File: config.mk
export PLATFORM = sky130hd
export DESIGN_NAME = ptw_sv39
export DESIGN_NICKNAME = d
export VERILOG_FILES = /design/src/rtl/ptw_sv39.sv
export SDC_FILE = /design/constraint.sdc
export NUM_CORES = 1
export LEC_CHECK = 0
export ABC_AREA = 1
export BUFFER_PORTS_ARGS = -buffer_cell sky130_fd_sc_hd__buf_2
export CORE_MARGIN = 8
export CORE_UTILIZATION = 53
export DETAILED_ROUTE_END_ITERATION = 8
export MAX_ROUTING_LAYER = met4
export PLACE_DENSITY = 0.84
export SLEW_MARGIN = 20
export SYNTH_ARGS = -nofsm -noshare
export SYNTH_HDL_FRONTEND = slang
export SYNTH_SLANG_ARGS = --single-unit
File: constraint.sdc
create_clock -name clk -period 6.35 [get_ports clk]
set_input_delay 1.27 -clock clk [delete_from_list [all_inputs] [get_ports clk]]
set_output_delay 1.27 -clock clk [all_outputs]
set_load 0.02 [all_outputs]
File: src/rtl/ptw_sv39.sv
// Sv39 hardware page-table walker: three-level walk over a single-beat PTE read port.
// Optional macro PTW_AD_CHECK_EN: when defined, a leaf PTE with A=0 is reported as a page fault.
module ptw_sv39 #(
    parameter int PA_W = 56
) (
    input  logic            clk,
    input  logic            rst,
    input  logic            req_valid,
    output logic            req_ready,
    input  logic [26:0]     req_vpn,
    input  logic [63:0]     satp,
    input  logic            flush,
    output logic            mem_req,
    output logic [PA_W-1:0] mem_addr,
    input  logic            mem_ack,
    input  logic [63:0]     mem_rdata,
    output logic            resp_valid,
    output logic [43:0]     resp_ppn,
    output logic [1:0]      resp_level,
    output logic            resp_fault,
    output logic [2:0]      dbg_state
);

    // Handshake: a request transfers when req_valid & req_ready are both high on a
    // rising edge, except that a same-cycle flush wins and the request is dropped.
    // The memory side sees mem_req/mem_addr held until mem_ack; mem_ack may arrive
    // in the very cycle mem_req first rises.
    typedef enum logic [2:0] {
        IDLE  = 3'd0,
        L2    = 3'd1,
        L1    = 3'd2,
        L0    = 3'd3,
        DONE  = 3'd4,
        ABORT = 3'd5
    } state_t;

    state_t      state, state_d;
    logic [26:0] vpn_q, vpn_d;
    logic [43:0] table_ppn, table_d;
    logic [1:0]  lvl, lvl_d;
    logic [43:0] rppn_d;
    logic [1:0]  rlvl_d;
    logic        rfault_d;

    logic        pte_v, pte_r, pte_w, pte_x;
    logic [43:0] pte_ppn;
    logic        pte_bad, pte_leaf, misalign, ad_bad, walking;
    logic [8:0]  vpn_sel;
    logic [43:0] leaf_ppn;
    logic [55:0] addr_full;
    logic        unused_bits;

    assign pte_v    = mem_rdata[0];
    assign pte_r    = mem_rdata[1];
    assign pte_w    = mem_rdata[2];
    assign pte_x    = mem_rdata[3];
    assign pte_ppn  = mem_rdata[53:10];
    assign pte_bad  = !pte_v || (!pte_r && pte_w);
    assign pte_leaf = pte_r || pte_x;
    assign misalign = ((lvl == 2'd2) && (pte_ppn[17:0] != 18'd0)) ||
                      ((lvl == 2'd1) && (pte_ppn[8:0] != 9'd0));
`ifdef PTW_AD_CHECK_EN
    assign ad_bad = !mem_rdata[6];
`else
    assign ad_bad = 1'b0;
`endif
    assign unused_bits = ^{mem_rdata[63:54], mem_rdata[9:4], satp[59:44]};

    always_comb begin
        vpn_sel  = vpn_q[8:0];
        leaf_ppn = pte_ppn;
        case (lvl)
            2'd2: begin
                vpn_sel  = vpn_q[26:18];
                leaf_ppn = {pte_ppn[43:18], vpn_q[17:9], vpn_q[8:0]};
            end
            2'd1: begin
                vpn_sel  = vpn_q[17:9];
                leaf_ppn = {pte_ppn[43:9], vpn_q[8:0]};
            end
            default: begin
                vpn_sel  = vpn_q[8:0];
                leaf_ppn = pte_ppn;
            end
        endcase
    end

    // Table base has zero low bits, so base + vpn*8 is a plain concatenation.
    assign addr_full = {table_ppn, vpn_sel, 3'b000};
    assign walking   = (state == L2) || (state == L1) || (state == L0) || (state == ABORT);
    assign mem_req   = walking;
    assign mem_addr  = walking ? PA_W'(addr_full) : '0;
    assign req_ready = (state == IDLE);
    assign resp_valid = (state == DONE) && !flush;
    assign dbg_state = state;

    always_comb begin
        state_d  = state;
        vpn_d    = vpn_q;
        table_d  = table_ppn;
        lvl_d    = lvl;
        rppn_d   = resp_ppn;
        rlvl_d   = resp_level;
        rfault_d = resp_fault;
        case (state)
            IDLE: begin
                if (req_valid && !flush) begin
                    vpn_d   = req_vpn;
                    table_d = satp[43:0];
                    lvl_d   = 2'd2;
                    if (satp[63:60] == 4'd0) begin
                        rppn_d   = {17'b0, req_vpn};
                        rlvl_d   = 2'd0;
                        rfault_d = 1'b0;
                        state_d  = DONE;
                    end else if (satp[63:60] == 4'd8) begin
                        state_d = L2;
                    end else begin
                        rppn_d   = 44'd0;
                        rlvl_d   = 2'd0;
                        rfault_d = 1'b1;
                        state_d  = DONE;
                    end
                end
            end
            L2, L1, L0: begin
                if (flush) begin
                    // Outstanding read must still complete before the port is free.
                    state_d = mem_ack ? IDLE : ABORT;
                end else if (mem_ack) begin
                    if (pte_bad || (pte_leaf && (misalign || ad_bad)) ||
                        (!pte_leaf && (lvl == 2'd0))) begin
                        rppn_d   = 44'd0;
                        rlvl_d   = lvl;
                        rfault_d = 1'b1;
                        state_d  = DONE;
                    end else if (pte_leaf) begin
                        rppn_d   = leaf_ppn;
                        rlvl_d   = lvl;
                        rfault_d = 1'b0;
                        state_d  = DONE;
                    end else begin
                        table_d = pte_ppn;
                        lvl_d   = lvl - 2'd1;
                        state_d = (lvl == 2'd2) ? L1 : L0;
                    end
                end
            end
            DONE: state_d = IDLE;
            ABORT: begin
                if (mem_ack) state_d = IDLE;
            end
            default: state_d = IDLE;
        endcase
    end

    always_ff @(posedge clk or posedge rst) begin
        if (rst) begin
            state      <= IDLE;
            vpn_q      <= 27'd0;
            table_ppn  <= 44'd0;
            lvl        <= 2'd0;
            resp_ppn   <= 44'd0;
            resp_level <= 2'd0;
            resp_fault <= 1'b0;
        end else begin
            state      <= state_d;
            vpn_q      <= vpn_d;
            table_ppn  <= table_d;
            lvl        <= lvl_d;
            resp_ppn   <= rppn_d;
            resp_level <= rlvl_d;
            resp_fault <= rfault_d;
        end
    end

endmodule
==> results of run 1 <==
==> worst max-delay path, delay by kind of cell (launching register included) <==
family                 cells  cell delay, ns
AND/OR/NAND/NOR            4            0.80
buffers and inverters      5            1.26
flip-flops                 1            0.42
==> cell usage after synthesis, drive strengths merged <==
| library cell | instances |
|---|---|
| o211ai | 9 |
| a21oi | 41 |
| ha | 3 |
| or2 | 1 |
| buf | 32 |
| conb | 1 |
| a211oi | 1 |
| o21ai | 42 |
| clkbuf | 21 |
| o31ai | 2 |
| a31oi | 43 |
| o22ai | 18 |
| nand2 | 221 |
| nor2 | 182 |
| inv | 127 |
| nand4 | 18 |
| and3 | 1 |
| clkinv | 1 |
| dfrtp | 123 |
| and2 | 2 |
| nand3 | 11 |
==> metal layers <==
| metal | track usage, % | part of all wire, % | vias to the layer above |
|---|---|---|---|
| li1 | - | - | 3239 |
| met1 | 32.0 | 40 | 3095 |
| met2 | 43.1 | 47 | 370 |
| met3 | 6.07 | 9.1 | 48 |
| met4 | 12.1 | 3.5 | 0 |
| met5 | - | 0 | - |
==> per-stage QoR <==
stage	cell area, µm²	hold slack (ns)
floorplan	6590	0.453
global placement	7720	0.457
detailed placement	7720	0.460
CTS	8380	0.476
global route	8380	0.506
finish	8380	0.475
==> state kept, by name (all words and copies together) (netlist names) <==
signal      cells
resp_level      2
resp_ppn       44
table_ppn      44
lvl             2
dbg_state       3
vpn_q          27
resp_fault      1
==> power by group through the flow <==
| stage | clock [W] | sequential [W] | combinational, W |
|---|---|---|---|
| after floorplan | 0 | 0.00138 | 0.00102 |
| after global placement | 0 | 0.00129 | 0.00150 |
| after detailed placement | 0 | 0.00130 | 0.00154 |
| after CTS | 0.00107 | 0.00129 | 0.00155 |
| after global routing | 0.00111 | 0.00133 | 0.00171 |
| final | 0.00106 | 0.00130 | 0.00155 |
==> layout make-up <==
cell class                      instances  area (µm²)
Multi-Input combinational cell        598        2740
Clock inverter                         12         186
Sequential cell                       123        3080
Tap cell                              168         210
Inverter                              128         483
Fill cell                            1048        3690
Clock buffer                           20         467
Timing Repair Buffer                  239        1210
==> worst paths after layout <==
check	start	to	slack, ns	depth (start not counted)
min in group asynchronous	rst	table_ppn[5]$_DFFE_PP0P_	1.00	2
max	dbg_state[0]$_DFFE_PP0P_	mem_addr[23]	2.16	9
max reg2reg	dbg_state[0]$_DFFE_PP0P_	resp_ppn[21]$_DFFE_PP0P_	3.27	9
min	resp_ppn[34]$_DFFE_PP0P_	resp_ppn[34]$_DFFE_PP0P_	0.48	2
min reg2reg	resp_ppn[34]$_DFFE_PP0P_	resp_ppn[34]$_DFFE_PP0P_	0.48	2
max in group asynchronous	rst	resp_ppn[29]$_DFFE_PP0P_	4.05	3
==> cells by family after synthesis <==
| kind of cell | count (synthesis) | synth area share [%] |
|---|---|---|
| DFF | 123 | 46.7 |
| other | 1 | 0.0569 |
| adders and majority gates | 3 | 0.570 |
| and+or+nand+nor | 436 | 27.3 |
| AOI/OAI and AO/OA | 156 | 13.5 |
| buffers and inverters | 181 | 11.9 |
==> impl.org, run 1 <==
** Place
- Number of cells after detailed placement :: 1256
- Once detailed placement completed, the half-perimeter wirelength came to 15100 µm.
- Post-Place Worst Slack :: 2.62 ns
- GP Congestion :: 0.892
- Port buffer count :: 233

** Floorplan
- The floorplan step defined a core boundary enclosing 12100 µm².
- Die Area :: 16200 µm²
- Chip Width :: 127 µm
- After floorplanning, the core was divided into 40 placement rows.
- In this run the count of I/O pins placed on the die edge is 269.
- Die Y :: 127 µm
- Effective utilization at floorplan :: 54.6%

** Run
- The tool flagged a number of max-cap violations equal to 0.

** Global route
- Entering global routing, the biggest net connects 66 pins.
- The number of global-route vias before repair came to 6662.
- The first global-routing pass estimated 33500 µm of wire.
- All-Layer GR Usage :: 26.9%
- Initial antenna violation count :: 0
- Summed over all layers, the global routing overflow is 0.

** Clocking
- Post_cts resized :: 0
- After clock tree synthesis, the clock-pin slew on the worst setup and hold paths is 0.06 ns.
- CTS built an H-tree with a depth of 4.
- # Post-CTS Setup Buffers :: 0
- TritonCTS clock tree :: built
- The clock passes through at most 2 buffers.
- TritonCTS Sinks :: 123
- Hold repair after CTS inserted 0 buffers.
- At the later pin of the worst-skew pair, clock insertion delay measures 0.41 ns.
- Buffer type at the clock tree root :: sky130_fd_sc_hd__clkbuf_16
- Number of buffers added by the clock tree synthesis step :: 17

** Min path
- Class of the tightest hold or removal check :: reg2reg

** Run status
- Status :: finished, final reports clean

** Cells and area
- Compared with the post-synthesis result, the final layout area differs by 27.2%.
- In the final layout, the share of cells above drive strength 1 is 26.6%.
- After the flow finishes, the layout carries non-filler instances totaling 1288.
- Highest-count cells in the layout ignoring fill and taps :: 233 x sky130_fd_sc_hd__buf_2, 219 x sky130_fd_sc_hd__nand2_1, 171 x sky130_fd_sc_hd__nor2_1
- The library cell used most frequently in the layout, excluding fill and tap cells, is sky130_fd_sc_hd__buf_2.
- The repair_antennas step left the layout with diodes totalling 0.
- In the final design database the tool counted 1270 nets.
- Utilization of the core after routing :: 69.4%

** STA
- Period minus WS final :: 4.19 ns
- Maximum operating frequency :: 239 MHz
- Once routing completed, OpenROAD measured the worst setup slack at 2.16 ns.
- Setup violators final :: 0
- Worst Tran Pin Value :: 0.987 ns
- RSZ-0062 raised after global routing :: false
- After layout, the worst path uses 65.9% of the clock period.
- The hold violation count in the final report is 0.
- Worst slew margin :: 34.1%
- Clock skew on the completed layout was measured at 0.0114 ns.
- Setup total negative slack on the finished layout was measured at 0 ns.
- The final number of max-transition violations came to 0.

** Pwr
- For this design the static power due to leakage is 4.86 nW.
- In this run the power spent charging and discharging nets is 0.00163 W.
- Power density normalized to cell area :: 467 nW/µm²
- Design Power :: 0.00391 W
- Per report_power, the sequential group accounts for 33.1% of the total.
- Net switching is 41.8% of the power.
- Per report_power, the clock group accounts for 27.2% of the total.
- Fraction of power consumed by combinational cells :: 39.7%
- Peak supply drop :: 325 µV
- The internal portion of the total power is 0.00228 W.

** Logic synthesis
- Post-synthesis sequential element count :: 123
- During synthesis, Yosys emitted a total of 0 warnings.
- Synthesis produced a netlist whose cell count is 900.
- After synthesis the cells add up to 6590 µm².
- The share of synthesized area in the top cell type comes to 46.7%.
- Sequential cells were found to cover 46.7% of the synthesized design area.
- Summed over all instances, the cell type with the most area after synthesis is sky130_fd_sc_hd__dfrtp_1.
- By area the synthesized netlist is led by sky130_fd_sc_hd__dfrtp_1 47%, sky130_fd_sc_hd__nand2_1 12%, sky130_fd_sc_hd__nor2_1 9.7%.
- Mean instance size in the synthesized netlist :: 7.32 µm²
- Yosys mapped the design onto 32 distinct sky130hd cell types.

** Worst setup path
- The setup path with the least slack is of type reg2out.
- On the worst path, the slowest cell contributes a delay of 0.48 ns.
- Among all stages on the critical path, the largest delay is contributed by sky130_fd_sc_hd__buf_4.
- STA classifies the critical path startpoint as a flip-flop.
- Data on the critical path arrives at its endpoint at 2.92 ns.
- Of all nets on the critical path, the largest fanout is 50.
- Chain of cells forming the critical path :: nor2_1 -> nor2_4 -> inv_2 -> buf_4 -> nand2_1 -> clkinv_1 -> buf_4 -> nor2_1 -> buf_2
- Sort of element at the end of the critical path :: output port
- Worst EP required :: 5.08 ns

** Route
- First-pass DRT Iterations :: 5
- For this block, the initial DRC count from the detailed router was 641.
- Drt drc :: 0
- In the final routed layout, each cell accounts on average for 16.6 µm.
- Vias after detailed routing :: 6752
- Post-DRT Antenna Nets :: 0
- Routed Wire Length :: 21400 µm
- Via density per instance :: 5.24
Power figures use the tool's default switching activity.
==> run 2, diff against run 1 <==
--- a/config.mk
+++ b/config.mk
@@ -8,10 +8,10 @@
 export ABC_AREA = 1
 export BUFFER_PORTS_ARGS = -buffer_cell sky130_fd_sc_hd__buf_2
 export CORE_MARGIN = 8
-export CORE_UTILIZATION = 53
+export CORE_UTILIZATION = 49
 export DETAILED_ROUTE_END_ITERATION = 8
 export MAX_ROUTING_LAYER = met4
-export PLACE_DENSITY = 0.84
+export PLACE_DENSITY = 0.78
 export SLEW_MARGIN = 20
 export SYNTH_ARGS = -nofsm -noshare
 export SYNTH_HDL_FRONTEND = slang
==> constraint.sdc (replaced) <==
create_clock -name clk -period 4.2 [get_ports clk]
set_input_delay 0.84 -clock clk [delete_from_list [all_inputs] [get_ports clk]]
set_output_delay 0.84 -clock clk [all_outputs]
set_load 0.02 [all_outputs]
==> run 2 against run 1 <==
Clock skew down 0.0023 ns. Combinational power rose by 52%. Register-to-register slack got worse by 1.8 ns. Hold slack lost 0.0043 ns. Count of clock-buffer cells in the layout rose by 4. Highest routed layer unchanged. Largest cell class unchanged. Global-route usage shrank 1.1 points. Sequential share of layout area is 0.17 points higher. Final area fell by 0.46%. Critical path type unchanged. Core utilization decreased by 6.2 points. Critical endpoint unchanged. Final cell count increased by 0.93%. Critical path depth is 3 lower. Sequential power rose by 50%.
==> impl.org, run 2 (synthesis gave the netlist of run 1 again) <==
** Run status
- Status :: finished, final reports clean

** STA
- The hold violation count in the final report is 0 (unchanged).
- Worst slew margin :: 35.6% (+1.6 points)
- The worst path in the final design needs a cycle of 3.19 ns, including I/O delays and setup.
- RSZ-0062 raised after global routing :: false
- Setup violators final :: 0 (unchanged)
- Final total negative setup slack :: 0 ns (unchanged)
- The worst-case setup margin in the final layout came to 1.01 ns (-1.16 ns).
- Max Slew Vio Count :: 0 (unchanged)
- Period Utilization, post-route :: 76.0%
- Worst Tran Pin Value :: 0.964 ns (-0.0232 ns)
- The clock tree skew after final layout was 0.00910 ns (-0.00227 ns).
- Based on the critical path, the design can be clocked at up to 313 MHz.

** Global route
- The global-route congestion overflow total came to 0 (unchanged).
- Global-route wire length before repair :: 35100 µm (+4.8%)
- The global router's overall resource usage is 25.8% (-1.1 points).
- The maximum number of pins on one net before global-route repair is 89 (+35%).
- Vias in the first global route :: 6795 (+2.0%)
- Initial antenna violation count :: 3 (+3)

** Floorplan
- Cell row count :: 42 (+5.0%)
- Die Y :: 132 µm (+3.5%)
- The number of top-level pins came to 269 (unchanged).
- Area of the core region :: 13200 µm² (+9.4%)
- Effective utilization at floorplan :: 49.9% (-4.7 points)
- The width of the die was 132 µm (+3.5%).
- The area of the die is 17400 µm² (+7.1%).

** Worst setup path
- Max Fanout on Critical Path :: 44 (-12%)
- The arrival time at the worst endpoint came to 2.35 ns (-0.57 ns).
- Worst EP required :: 3.36 ns (-1.72 ns)
- STA classifies the critical path endpoint as an output port.
- The critical path is of the reg2out type.
- Kind of start point of the critical path :: flip-flop

** Clocking
- The number of hold-repair buffers added at the cts stage came to 0 (unchanged).
- The total number of H-tree levels came to 4 (unchanged).
- Worst-skew pair later-pin latency :: 0.42 ns (about the same)
- TritonCTS Sinks :: 123 (unchanged)
- TritonCTS clock tree :: built
- Buffer type at the clock tree root :: sky130_fd_sc_hd__clkbuf_16
- Number of buffers added by the clock tree synthesis step :: 17 (unchanged)
- The maximum clock insertion buffer count is 2 (unchanged).
- Post_cts resized :: 0 (unchanged)
- The buffers inserted during post-CTS setup optimization is 0 (unchanged).
- The clock input transition at the sequential cells of the worst setup and hold paths came to 0.05 ns (about the same).

** Cells and area
- The number of nets at the end of the flow is 1272 (+0.16%).
- Layout overhead on the synthesized area :: 26.6%
- Highest-count cells in the layout ignoring fill and taps :: 233 x sky130_fd_sc_hd__buf_2, 219 x sky130_fd_sc_hd__nand2_1, 171 x sky130_fd_sc_hd__nor2_1
- Number of filler cells placed in the layout :: 1232 (+18%)
- Regs by FF count :: resp_ppn (44), table_ppn (44), vpn_q (27)
- Share of final-layout standard cells stronger than drive strength 1 :: 26.4% (-0.20 points)
- Leaving out fill and tap cells, the most frequent cell in the layout is sky130_fd_sc_hd__buf_2.

** Place
- The placer congestion estimate was 0.910 (+2.1%).
- Post-Place Worst Slack :: 1.28 ns (-1.34 ns)
- The placed wire-length estimate is 15400 µm (+2.1%).
- The number of I/O port buffers came to 233 (unchanged).

** Min path
- The tightest min-delay check is of the reg2reg type.

** Pwr
- Peak supply drop :: 391 µV (+20%)
- The cell leakage power was 4.84 nW (-0.41%).
- Power density normalized to cell area :: 683 nW/µm² (+46%)

** Route
- Via density per instance :: 5.18 (-1.1%)
- Post-DRT Antenna Nets :: 0 (unchanged)
- The count of vias placed by the detailed router was 6737 (-0.22%).
- The wire length reported by the detailed router came to 21700 µm (+1.6%).
- The routed length per instance was 16.7 µm (+0.68%).
- The count of routing violations after the opening detailed-route iteration is 575 (-10%).
- Drt drc :: 0 (unchanged)
- First-pass DRT Iterations :: 6 (+1)

** Run
- Total of max-cap violations :: 0 (unchanged)
run 2: cell count changes in the layout (fill, tap and decap cells not counted):
cell	delta
sky130_fd_sc_hd__clkinvlp_4	-1
sky130_fd_sc_hd__inv_6	-2
sky130_fd_sc_hd__clkbuf_8	+1
sky130_fd_sc_hd__bufinv_16	-3
sky130_fd_sc_hd__clkinv_4	-3
sky130_fd_sc_hd__diode_2	+3
sky130_fd_sc_hd__clkbuf_1	+3
sky130_fd_sc_hd__buf_12	+2
sky130_fd_sc_hd__clkinv_2	+4
run 2: path summary, 6_finish.rpt:
path	start	endpoint	cells after the start	slack [ns]
setup / recovery	dbg_state[2]$_DFFE_PP0P_	mem_addr[23]	6	1.01
hold / removal	resp_ppn[28]$_DFFE_PP0P_	resp_ppn[28]$_DFFE_PP0P_	2	0.47
setup reg to reg	dbg_state[2]$_DFFE_PP0P_	table_ppn[27]$_DFFE_PP0P_	9	1.44
hold reg to reg	resp_ppn[28]$_DFFE_PP0P_	resp_ppn[28]$_DFFE_PP0P_	2	0.47
max in group asynchronous	rst	table_ppn[11]$_DFFE_PP0P_	3	2.78
min in group asynchronous	rst	table_ppn[3]$_DFFE_PP0P_	2	0.62
run 2: metal layers:
metal  global-route usage, %  routed length, µm  part of all wire, %  up-vias
li1                        -                  -                    -     3247
met1                    31.7               9400                   43     3127
met2                    39.5              10100                   47      323
met3                    6.40               1640                  7.5       40
met4                    11.7                597                  2.7        0
met5                       -                  0                    0        -
run 2: worst max-delay path: stages, from the launching register on:
cell	delay, ns
sky130_fd_sc_hd__dfrtp_1	0.51
sky130_fd_sc_hd__nand3_1	0.20
sky130_fd_sc_hd__nand2_1	0.37
sky130_fd_sc_hd__clkinv_1	0.12
sky130_fd_sc_hd__buf_4	0.30
sky130_fd_sc_hd__nor2_1	0.22
sky130_fd_sc_hd__buf_2	0.20
run 2: final cells by class:
type	instances	area [µm²]	area share, %
sequential	123	3080	36.9
multi-input combinational	598	2740	32.9
timing repair buffer	241	1250	15.0
clock buffer	24	492	5.90
inverter	128	483	5.79
tap	176	220	2.64
clock inverter	7	65.1	0.780
antenna	3	7.51	0.0900
run 2: power breakdown:
group	switching, W	internal (W)
Clock	0.000516	0.000868
Combinational	0.00162	0.000741
Sequential	0.000281	0.00167
Total	0.00241	0.00328
run 2: metrics by stage:
step           hold slack [ns]  total power [W]  cell area (µm²)  instances  util, %
2_1_floorplan            0.453          0.00363             6590        902        -
5_1_grt                  0.504          0.00610             8340       1300     63.2
6_report                 0.471          0.00569             8340       1300     63.2
4_1_cts                  0.474          0.00571             8330       1297     63.1
3_5_place_dp             0.460          0.00431             7770       1266     58.9
3_3_place_gp             0.458          0.00424             7770       1266     58.9
==> run 3, diff against run 2 <==
--- a/config.mk
+++ b/config.mk
@@ -8,10 +8,10 @@
 export ABC_AREA = 1
 export BUFFER_PORTS_ARGS = -buffer_cell sky130_fd_sc_hd__buf_2
 export CORE_MARGIN = 8
-export CORE_UTILIZATION = 49
+export CORE_UTILIZATION = 44
 export DETAILED_ROUTE_END_ITERATION = 8
 export MAX_ROUTING_LAYER = met4
-export PLACE_DENSITY = 0.78
+export PLACE_DENSITY = 0.74
 export SLEW_MARGIN = 20
 export SYNTH_ARGS = -nofsm -noshare
 export SYNTH_HDL_FRONTEND = slang
==> constraint.sdc (replaced) <==
create_clock -name clk -period 2.75 [get_ports clk]
set_input_delay 0.55 -clock clk [delete_from_list [all_inputs] [get_ports clk]]
set_output_delay 0.55 -clock clk [all_outputs]
set_load 0.02 [all_outputs]
==> run 3 against run 2 <==
Count of clock-buffer cells in the layout is the same. Worst setup slack got worse by 1.0 ns. Clock power is 67% higher. Critical path type unchanged. Via count rose by 0.12%. Clock skew down 0.0014 ns. Combinational power rose by 59%. Wire length is 1.0% higher. Global-route usage is 2.8 points lower.
==> impl.org, run 3 (synthesis gave the netlist of run 1 again) <==
** Run status
- Status :: finished, final reports clean

** Cells and area
- Highest-count cells in the layout ignoring fill and taps :: 233 x sky130_fd_sc_hd__buf_2, 219 x sky130_fd_sc_hd__nand2_1, 171 x sky130_fd_sc_hd__nor2_1
- Final layout net count :: 1283 (+0.86%)
- Area taken by multi-input logic gates :: 2760 µm² (+0.55%)
- Regs by FF count :: resp_ppn (44), table_ppn (44), vpn_q (27)
- Layout overhead on the synthesized area :: 29.0%
- The fraction of final layout cells sized beyond drive strength 1 was 27.3% (+0.92 points).
- Leaving out fill and tap cells, the most frequent cell in the layout is sky130_fd_sc_hd__buf_2.
- Number of filler cells placed in the layout :: 1369 (+11%)
- The utilization after layout is 58.3% (-5.0 points).
- Area taken by flip-flops and latches :: 3080 µm² (unchanged)

** Clocking
- Clock transition at the registers of the reported paths :: 0.05 ns (about the same)
- The total number of H-tree levels is 4 (unchanged).
- The number of hold-repair buffers added at the cts stage came to 0 (unchanged).
- TritonCTS clock tree :: built
- The number of buffers created by CTS came to 17 (unchanged).
- The tree is rooted in a sky130_fd_sc_hd__clkbuf_16.
- The latest clock arrival within the worst-skew pair is 0.42 ns (about the same).
- The maximum clock insertion buffer count came to 2 (unchanged).
- The TritonCTS sink count was 123 (unchanged).

** Worst setup path
- In this design, the critical path's most frequently occurring cell is sky130_fd_sc_hd__inv_1.
- Chain of cells forming the critical path :: inv_1 -> ha_4 -> clkinvlp_4 -> buf_6 -> a21oi_1 -> o21ai_0 -> o211ai_1 -> inv_1 -> buf_2
- Kind of start point of the critical path :: flip-flop
- The logic depth of the worst register-to-register path came to 9 (unchanged).
- Max Fanout on Critical Path :: 7 (-84%)
- STA classifies the critical path endpoint as an output port.
- For this design, the slowest cell found on the critical path is sky130_fd_sc_hd__dfrtp_1.
- The largest stage delay on the critical path came to 0.37 ns (-0.14 ns).
- The critical path is of the reg2out type.
- The arrival time at the worst endpoint came to 2.20 ns (-0.15 ns).
- Worst EP required :: 2.20 ns (-1.16 ns)

** Route
- Post-DRT Antenna Nets :: 0 (unchanged)
- The number of search-and-repair iterations in the first detailed-routing pass was 5 (-1).
- The routed length per instance came to 16.7 µm (-0.19%).
- Drt drc :: 0 (unchanged)
- Routed Wire Length :: 22000 µm (+1.0%)
- Vias after detailed routing :: 6745 (+0.12%)
- Initial DRC count :: 627 (+9.0%)
- The via density per instance was 5.13 (-1.1%).

** STA
- Maximum operating frequency :: 364 MHz
- Period minus WS final :: 2.75 ns
- The final number of max-transition violations is 0 (unchanged).
- Final Hold Violating Endpoints :: 0 (unchanged)
- The headroom to the max-slew limit came to 51.3% (+16 points).
- Setup violators final :: 0 (unchanged)
- The summed negative setup slack over all endpoints is 0 ns (unchanged).
- RSZ-0062 raised after global routing :: true
- The measured slew at the worst slew-check pin came to 0.730 ns (-0.234 ns).
- The clock tree skew after final layout came to 0.00766 ns (-0.00143 ns).
- After layout, the worst path uses 99.9% of the clock period.

** Global route
- The maximum number of pins on one net before global-route repair is 124 (+39%).
- The global router's overall resource usage came to 23.0% (-2.8 points).
- The global-route wire length before repair is 34900 µm (-0.73%).
- The number of global-route vias before repair came to 6525 (-4.0%).
- Initial antenna violation count :: 1 (-2)
- Overflow left after global routing :: 0 (unchanged)

** Floorplan
- The effective utilization at floorplan came to 45.1% (-4.8 points).
- Die Y :: 138 µm (+4.9%)
- Ports :: 269 (unchanged)
- The width of the die was 138 µm (+4.9%).
- Cell row count :: 44 (+4.8%)
- The area of the die was 19100 µm² (+10%).
- The core region area was 14600 µm² (+11%).

** Min path
- The path class of the tightest hold or removal check is in2async.

** Place
- Dpl hpwl :: 15600 µm (+1.3%)
- Port buffer count :: 233 (unchanged)
- The placer congestion estimate came to 0.880 (-3.3%).

** Pwr
- Peak supply drop :: 451 µV (+15%)
- The cell leakage power was 4.91 nW (+1.4%).
- Design Power :: 0.00904 W (+59%)
- The cell area power density was 1060 nW/µm² (+56%).

** Run
- Total of max-cap violations :: 0 (unchanged)
run 3: changes by cell type in the layout (fill, tap and decap cells not counted), sizes merged:
cell / delta
diode: -2
buf: +11
inv: -2
clkinv: -2
clkinvlp: +1
bufinv: +2
run 3: worst paths after layout:
path	from	endpoint	slack (ns)
setup / recovery	lvl[1]$_DFFE_PP0P_	mem_addr[10]	0.002
max in group asynchronous	rst	resp_ppn[1]$_DFFE_PP0P_	1.88
setup reg to reg	dbg_state[2]$_DFFE_PP0P_	table_ppn[31]$_DFFE_PP0P_	0.41
hold reg to reg	resp_fault$_DFFE_PP0P_	resp_fault$_DFFE_PP0P_	0.47
hold / removal	rst	table_ppn[37]$_DFFE_PP0P_	0.27
min in group clk	mem_ack	dbg_state[2]$_DFFE_PP0P_	0.38
run 3: where the power goes:
part / internal (W) / switching [W]
combinational: 0.00122 / 0.00252
clock: 0.00151 / 0.000797
sequential: 0.00256 / 0.000427
total: 0.00530 / 0.00375
run 3: what timing repair did:
| action | CTS | global route |
|---|---|---|
| gates resized for setup | 0 | 8 |
| hold endpoints to repair | 0 | 0 |
| setup endpoints to repair | 0 | 41 |
| setup buffers | 0 | 5 |
run 3: cell type report:
cell class                 count  area share [%]
clock buffer                  24            5.79
multi-input combinational    598            32.4
inverter                     128            5.74
sequential                   123            36.2
clock inverter                 6            1.31
tap                          184            2.71
timing repair buffer         252            15.8
antenna                        1          0.0294
run 3: per-layer routing:
| layer | global-route usage (%) | wire [µm] |
|---|---|---|
| met1 | 29.1 | 9530 |
| met2 | 35.0 | 10100 |
| met3 | 5.89 | 1730 |
| met4 | 8.75 | 595 |
| met5 | - | 0 |
run 3: metrics by stage:
step,setup WS [ns],hold slack [ns],std cells,instance area [µm²]
floorplan,0.568,0.453,902,6600
global placement,0.413,0.459,1280,7830
detailed placement,0.381,0.461,1280,7830
CTS,0.0367,0.365,1310,8430
global route,-0.0449,0.383,1316,8500
finish,0.00213,0.268,1316,8500
run 3: worst max-delay path: cells and delay by family (launching register included):
| family | cells | cell delay (ns) |
|---|---|---|
| AO/OA/AOI/OAI | 3 | 0.40 |
| adder cells (fa/ha/maj) | 1 | 0.30 |
| buffers and inverters | 5 | 0.71 |
| flip-flops | 1 | 0.37 |
